$ cat src/rtl/biss_read_scheduler.sv
// BiSS-C read scheduler: periodic/one-shot frame requests,
// timeout supervision, bounded retries and sticky fault.
module biss_read_scheduler #(
    parameter int POS_W       = 26,
    parameter int PERIOD_CYC  = 20000,
    parameter int TIMEOUT_CYC = 4000,
    parameter int GAP_CYC     = 400,
    parameter int MAX_RETRY   = 3
) (
    input  logic             clk,
    input  logic             rst,
    input  logic             enable,
    input  logic             oneshot,
    input  logic             clr_fault,
    output logic             rd_req,
    input  logic             frm_done,
    input  logic             frm_crc_ok,
    input  logic [1:0]       frm_err,
    input  logic [POS_W-1:0] frm_pos,
    output logic [POS_W-1:0] pos_out,
    output logic             pos_valid,
    output logic             enc_err,
    output logic             enc_warn,
    output logic             busy,
    output logic             fault,
    output logic [15:0]      crc_fail_cnt,
    output logic [15:0]      timeout_cnt
);

    localparam int PER_W = $clog2(PERIOD_CYC);
    localparam int TO_W  = $clog2(TIMEOUT_CYC + 1);
    localparam int GAP_W = $clog2(GAP_CYC + 1);
    localparam int RT_W  = $clog2(MAX_RETRY + 2);

    localparam logic [2:0] S_IDLE  = 3'd0;
    localparam logic [2:0] S_REQ   = 3'd1;
    localparam logic [2:0] S_WAIT  = 3'd2;
    localparam logic [2:0] S_GAP   = 3'd3;
    localparam logic [2:0] S_FAULT = 3'd4;

    logic [2:0]       state;
    logic [PER_W-1:0] per_cnt;
    logic [TO_W-1:0]  to_cnt;
    logic [GAP_W-1:0] gap_cnt;
    logic [RT_W-1:0]  retry_cnt;
    logic             pend;
    logic             ok;
    logic             tick;
    logic             take;
    logic             to_hit;
    logic             gap_end;

    assign tick    = enable && (per_cnt == PER_W'(PERIOD_CYC - 1));
    assign take    = (state == S_IDLE) && (pend || (oneshot && !enable));
    assign to_hit  = (to_cnt == TO_W'(TIMEOUT_CYC - 1));
    assign gap_end = (gap_cnt == GAP_W'(GAP_CYC - 1));

    assign rd_req = (state == S_REQ);
    assign busy   = (state == S_REQ) || (state == S_WAIT) ||
                    (state == S_GAP);
    assign fault  = (state == S_FAULT);

    always_ff @(posedge clk) begin
        if (rst || !enable) begin
            per_cnt <= '0;
        end else if (tick) begin
            per_cnt <= '0;
        end else begin
            per_cnt <= per_cnt + 1'b1;
        end
    end

    // One-deep request latch; a tick beats a same-cycle consume.
    always_ff @(posedge clk) begin
        if (rst || !enable || state == S_FAULT) begin
            pend <= 1'b0;
        end else if (tick) begin
            pend <= 1'b1;
        end else if (take) begin
            pend <= 1'b0;
        end
    end

    always_ff @(posedge clk) begin
        if (rst) begin
            state        <= S_IDLE;
            to_cnt       <= '0;
            gap_cnt      <= '0;
            retry_cnt    <= '0;
            ok           <= 1'b0;
            pos_out      <= '0;
            pos_valid    <= 1'b0;
            enc_err      <= 1'b0;
            enc_warn     <= 1'b0;
            crc_fail_cnt <= '0;
            timeout_cnt  <= '0;
        end else begin
            pos_valid <= 1'b0;
            unique case (state)
                S_IDLE: begin
                    if (take) begin
                        state     <= S_REQ;
                        retry_cnt <= '0;
                    end
                end
                S_REQ: begin
                    to_cnt <= '0;
                    state  <= S_WAIT;
                end
                S_WAIT: begin
                    to_cnt <= to_cnt + 1'b1;
                    if (frm_done) begin
                        ok      <= frm_crc_ok;
                        gap_cnt <= '0;
                        state   <= S_GAP;
                        if (frm_crc_ok) begin
                            pos_out   <= frm_pos;
                            pos_valid <= 1'b1;
                            enc_err   <= ~frm_err[1];
                            enc_warn  <= ~frm_err[0];
                            retry_cnt <= '0;
                        end else if (crc_fail_cnt != 16'hFFFF) begin
                            crc_fail_cnt <= crc_fail_cnt + 16'd1;
                        end
                    end else if (to_hit) begin
                        ok      <= 1'b0;
                        gap_cnt <= '0;
                        state   <= S_GAP;
                        if (timeout_cnt != 16'hFFFF) begin
                            timeout_cnt <= timeout_cnt + 16'd1;
                        end
                    end
                end
                S_GAP: begin
                    if (!gap_end) begin
                        gap_cnt <= gap_cnt + 1'b1;
                    end else if (ok) begin
                        state <= S_IDLE;
                    end else if (retry_cnt < RT_W'(MAX_RETRY)) begin
                        retry_cnt <= retry_cnt + 1'b1;
                        state     <= S_REQ;
                    end else begin
                        state <= S_FAULT;
                    end
                end
                S_FAULT: begin
                    if (clr_fault) begin
                        retry_cnt <= '0;
                        state     <= S_IDLE;
                    end
                end
                default: state <= S_IDLE;
            endcase
        end
    end

endmodule

$ cat config.mk
export PLATFORM = sky130hd
export DESIGN_NAME = biss_read_scheduler
export DESIGN_NICKNAME = d
export VERILOG_FILES = /design/src/rtl/biss_read_scheduler.sv
export SDC_FILE = /design/constraint.sdc
export NUM_CORES = 1
export LEC_CHECK = 0
export CAP_MARGIN = 20
export CORE_AREA = 2 2 129 131
export CTS_CLUSTER_SIZE = 12
export DETAILED_ROUTE_END_ITERATION = 8
export DIE_AREA = 0 0 131 133
export PLACE_DENSITY = 0.51
export SYNTH_ARGS = -nofsm -noshare
export SYNTH_HDL_FRONTEND = slang
export SYNTH_SLANG_ARGS = --single-unit
export TNS_END_PERCENT = 100
$ cat constraint.sdc
create_clock -name clk -period 2.68 [get_ports clk]
set_input_delay 0.268 -clock clk [delete_from_list [all_inputs] [get_ports clk]]
set_output_delay 0.268 -clock clk [all_outputs]
set_load 0.03 [all_outputs]
==> results.sh <==
export IMPL_status="completed"
export IMPL_slew_headroom_pct=46.3
export IMPL_crit_type="register to output pin"
export IMPL_grt_pass1_wl_mm=19.6
export IMPL_drv_cap=0
export IMPL_totalWireLength_mm=12.2
export IMPL_fmax_ghz=0.406
export IMPL_worstPathMaxFanout=15
export IMPL_syn_avg_cell_area_um2=8.28
export IMPL_die_w_um=131
export IMPL_avgViaCountPerCell=4.92
export IMPL_die_area_um2=17400
export IMPL_dp_hpwl_mm=8.68
export IMPL_grt_usage_pct=14.0
export IMPL_clock_latency_ps=350
export IMPL_irDropWorstVdd_v=0.000334
export IMPL_area_growth_pct=31.9
export IMPL_p_leak_nw=2.05
export IMPL_cts_tree="done"
export IMPL_reg2reg_to="timeout_cnt[13]"
export IMPL_core_um2=16200
export IMPL_clk_pin_slew_ps=80
export IMPL_rr_worst_depth=6
export IMPL_yosys_most_used_dff="dfxtp_1"
export IMPL_synth_edff_count=0
export IMPL_port_buffer_count=98
export IMPL_path_cells="nand2b_1, or2_2, inv_1, clkdlybuf4s50_1"
export IMPL_critPathLaunch="state[2]"
export IMPL_htreeDepth=3
export IMPL_rsz0062_at_grt="no"
export IMPL_final_setup_skew_ps=10.5
export IMPL_synthesis_nets=609
export IMPL_yosys_warnings=0
export IMPL_synth_ff_latch_count=105
export IMPL_netlist_area_um2=4700
export IMPL_cts_buffers=9
export IMPL_diodes=0
export IMPL_ctsResizeCount=0
export IMPL_fin_tns_setup_ps=0
export IMPL_finalPower_mw=3.35
export IMPL_rows=47
export IMPL_ys_seq_area_share_pct=44.7
export IMPL_die_h_um=133
export IMPL_crit_family="buffers and inverters"
export IMPL_critPathMaxStageDelay_ps=710
export IMPL_cts_setup_buffers=0
export IMPL_min_period_over_period_pct=91.9
export IMPL_drive_above_1_share_pct=5.25
export IMPL_nets=703
export IMPL_overflow=0
export IMPL_hp_class="primary input to register"
export IMPL_setup_viol=0
export IMPL_dpl_cell_area_um2=5920
export IMPL_slew_viol_final=0
export IMPL_grt_pass1_vias=4031
export IMPL_final_min_clock_period_ps=2460
export IMPL_cp_depth=4
export IMPL_worst_path_max_delay_cell="clkdlybuf4s50_1"
export IMPL_wl_per_cell_um=13.8
export IMPL_gp_congestion=0.782
export IMPL_crit_arrival_ps=2190
export IMPL_clock_sinks=105
export IMPL_clockBufferDepth=2
export IMPL_powerDensity_nw_per_um2=541
export IMPL_drt_iter0_markers=276
export IMPL_ant_nets=0
export IMPL_floorplan_initialDensity_pct=29.1
export IMPL_start_kind="register"
export IMPL_cp_endpoint="rd_req"
export IMPL_tightest_slew_ps=805
export IMPL_yosysUniqueCellTypes=57
export IMPL_antenna_found_initial=0
export IMPL_drt_pre_antenna_iters=5
export IMPL_clock_root_buffer="clkbuf_16"
export IMPL_crit_required_ps=2410
export IMPL_vias=4368
export IMPL_endpoint_kind="output pin"
export IMPL_post_place_cells=871
export IMPL_drcViolationCount=0
export IMPL_io_pins=99
export IMPL_postCtsHoldBufs=0
export IMPL_min_delay_start="rst"
export IMPL_r2r_start="to_cnt[0]"
export IMPL_ys_async_sr_fraction_pct=0
export IMPL_rrSetupSlack_ps=500
export IMPL_synthCells=568
export IMPL_hold_viol_final=0
export IMPL_instances_no_fill=887
export IMPL_grt_max_degree=75
export IMPL_cp_num_buf_inv=2
export IMPL_stdcell_area_um2=6200
## stage by stage
stage	util [%]	setup slack (ps)	hold slack (ps)
3_5_place_dp	36.6	397	447
5_1_grt	38.4	77.5	412
2_1_floorplan	-	607	364
4_1_cts	38.4	167	394
3_3_place_gp	36.6	397	441
6_report	38.4	218	397
## report_power, final
group | switching [mW] | internal [mW]
logic | 0.267 | 0.180
registers | 0.0404 | 1.59
clock network | 0.610 | 0.664
## worst reg2reg max path, cell delays in order, from the launching register on
cell	delay, ps
dfxtp_1	400
ha_1	250
and4_1	300
nand4_1	180
a21o_1	360
or4_1	460
a21oi_1	140
## routing by layer
layer	part of all wire, %	vias to the layer above	track usage, %
li1	-	2218	-
met1	45	2066	17.6
met2	50	74	23.4
met3	4.2	10	3.68
met4	1.2	0	3.78
met5	0	-	0
## cells in the final DEF, fill, tap and decap left out, drive strengths merged, types with 5 or more instances in the layout
cell	netlist	routed
and4	6	6
or3	6	6
o21ai	20	20
or4	5	5
nor2	65	65
ha	6	6
and3	12	12
buf	4	11
inv	11	13
o31ai	9	9
clkbuf	21	11
nand3	32	32
a211oi	10	10
xor2	8	8
nor3	9	9
nor2b	7	7
dfxtp	105	105
a21oi	52	52
clkdlybuf4s50	0	97
nand2	81	81
xnor2	22	22
nand4	17	17
## final cells by class
class | count | area, um^2
sequential | 105 | 2100
clock inverter | 5 | 38.8
fill | 1641 | 9970
tap | 220 | 275
clock buffer | 11 | 243
inverter | 11 | 41.3
multi-input combinational | 427 | 2450
timing repair buffer | 108 | 1050
## cells by family (layout without fill, tap and decap cells)
group	count (synthesis)	count (layout)	share of synthesized area [%]
buffers and inverters	36	135	3.14
flip-flops	105	105	44.7
AND/OR/NAND/NOR	268	268	28.3
multiplexers	5	5	1.14
XOR/XNOR	30	30	5.59
adder cells (fa/ha/maj)	6	6	1.60
AO/OA/AOI/OAI	118	118	15.6
## cells in the mapped netlist (3+ instances only)
master | count | area [um^2]
nand2b_1 | 4 | 25.0
inv_1 | 10 | 37.5
and4_1 | 6 | 52.6
or3_1 | 6 | 37.5
clkbuf_1 | 21 | 78.8
nand3_1 | 32 | 160
nand2_1 | 81 | 304
or4_1 | 4 | 30.0
nand4_1 | 17 | 106
nor3_1 | 8 | 40.0
nor4b_1 | 3 | 26.3
a21oi_1 | 52 | 260
o41ai_1 | 4 | 35.0
o31ai_1 | 9 | 67.6
xnor2_1 | 22 | 193
and3_1 | 12 | 75.1
mux2_2 | 3 | 33.8
nor3b_1 | 3 | 22.5
o21ai_0 | 20 | 100
nor4_1 | 4 | 25.0
nor2_1 | 65 | 244
a21o_1 | 3 | 22.5
a211oi_1 | 10 | 75.1
nand3b_1 | 4 | 30.0
nor2b_1 | 7 | 43.8
ha_1 | 6 | 75.1
dfxtp_1 | 105 | 2100
xor2_1 | 8 | 70.1
## sequential cells by signal (all words and copies together) (netlist names)
name          cells
crc_fail_cnt     16
enc_err           1
enc_warn          1
gap_cnt           9
ok                1
pend              1
per_cnt          15
pos_out          26
pos_valid         1
retry_cnt         3
state             3
timeout_cnt      16
to_cnt           12
## how the worst min path moves through the flow
| stage | cells after the start | endpoint | slack [ps] |
|---|---|---|---|
| final | 3 | to_cnt[6] | 400 |
| after detailed placement | 2 | pos_out[23] | 450 |
| after CTS | 3 | to_cnt[6] | 390 |
| after global routing | 3 | to_cnt[6] | 410 |
| after global placement | 2 | pos_out[22] | 440 |
| after floorplan | 1 | enc_err | 360 |
No activity file was read; power rests on OpenSTA's default activity.
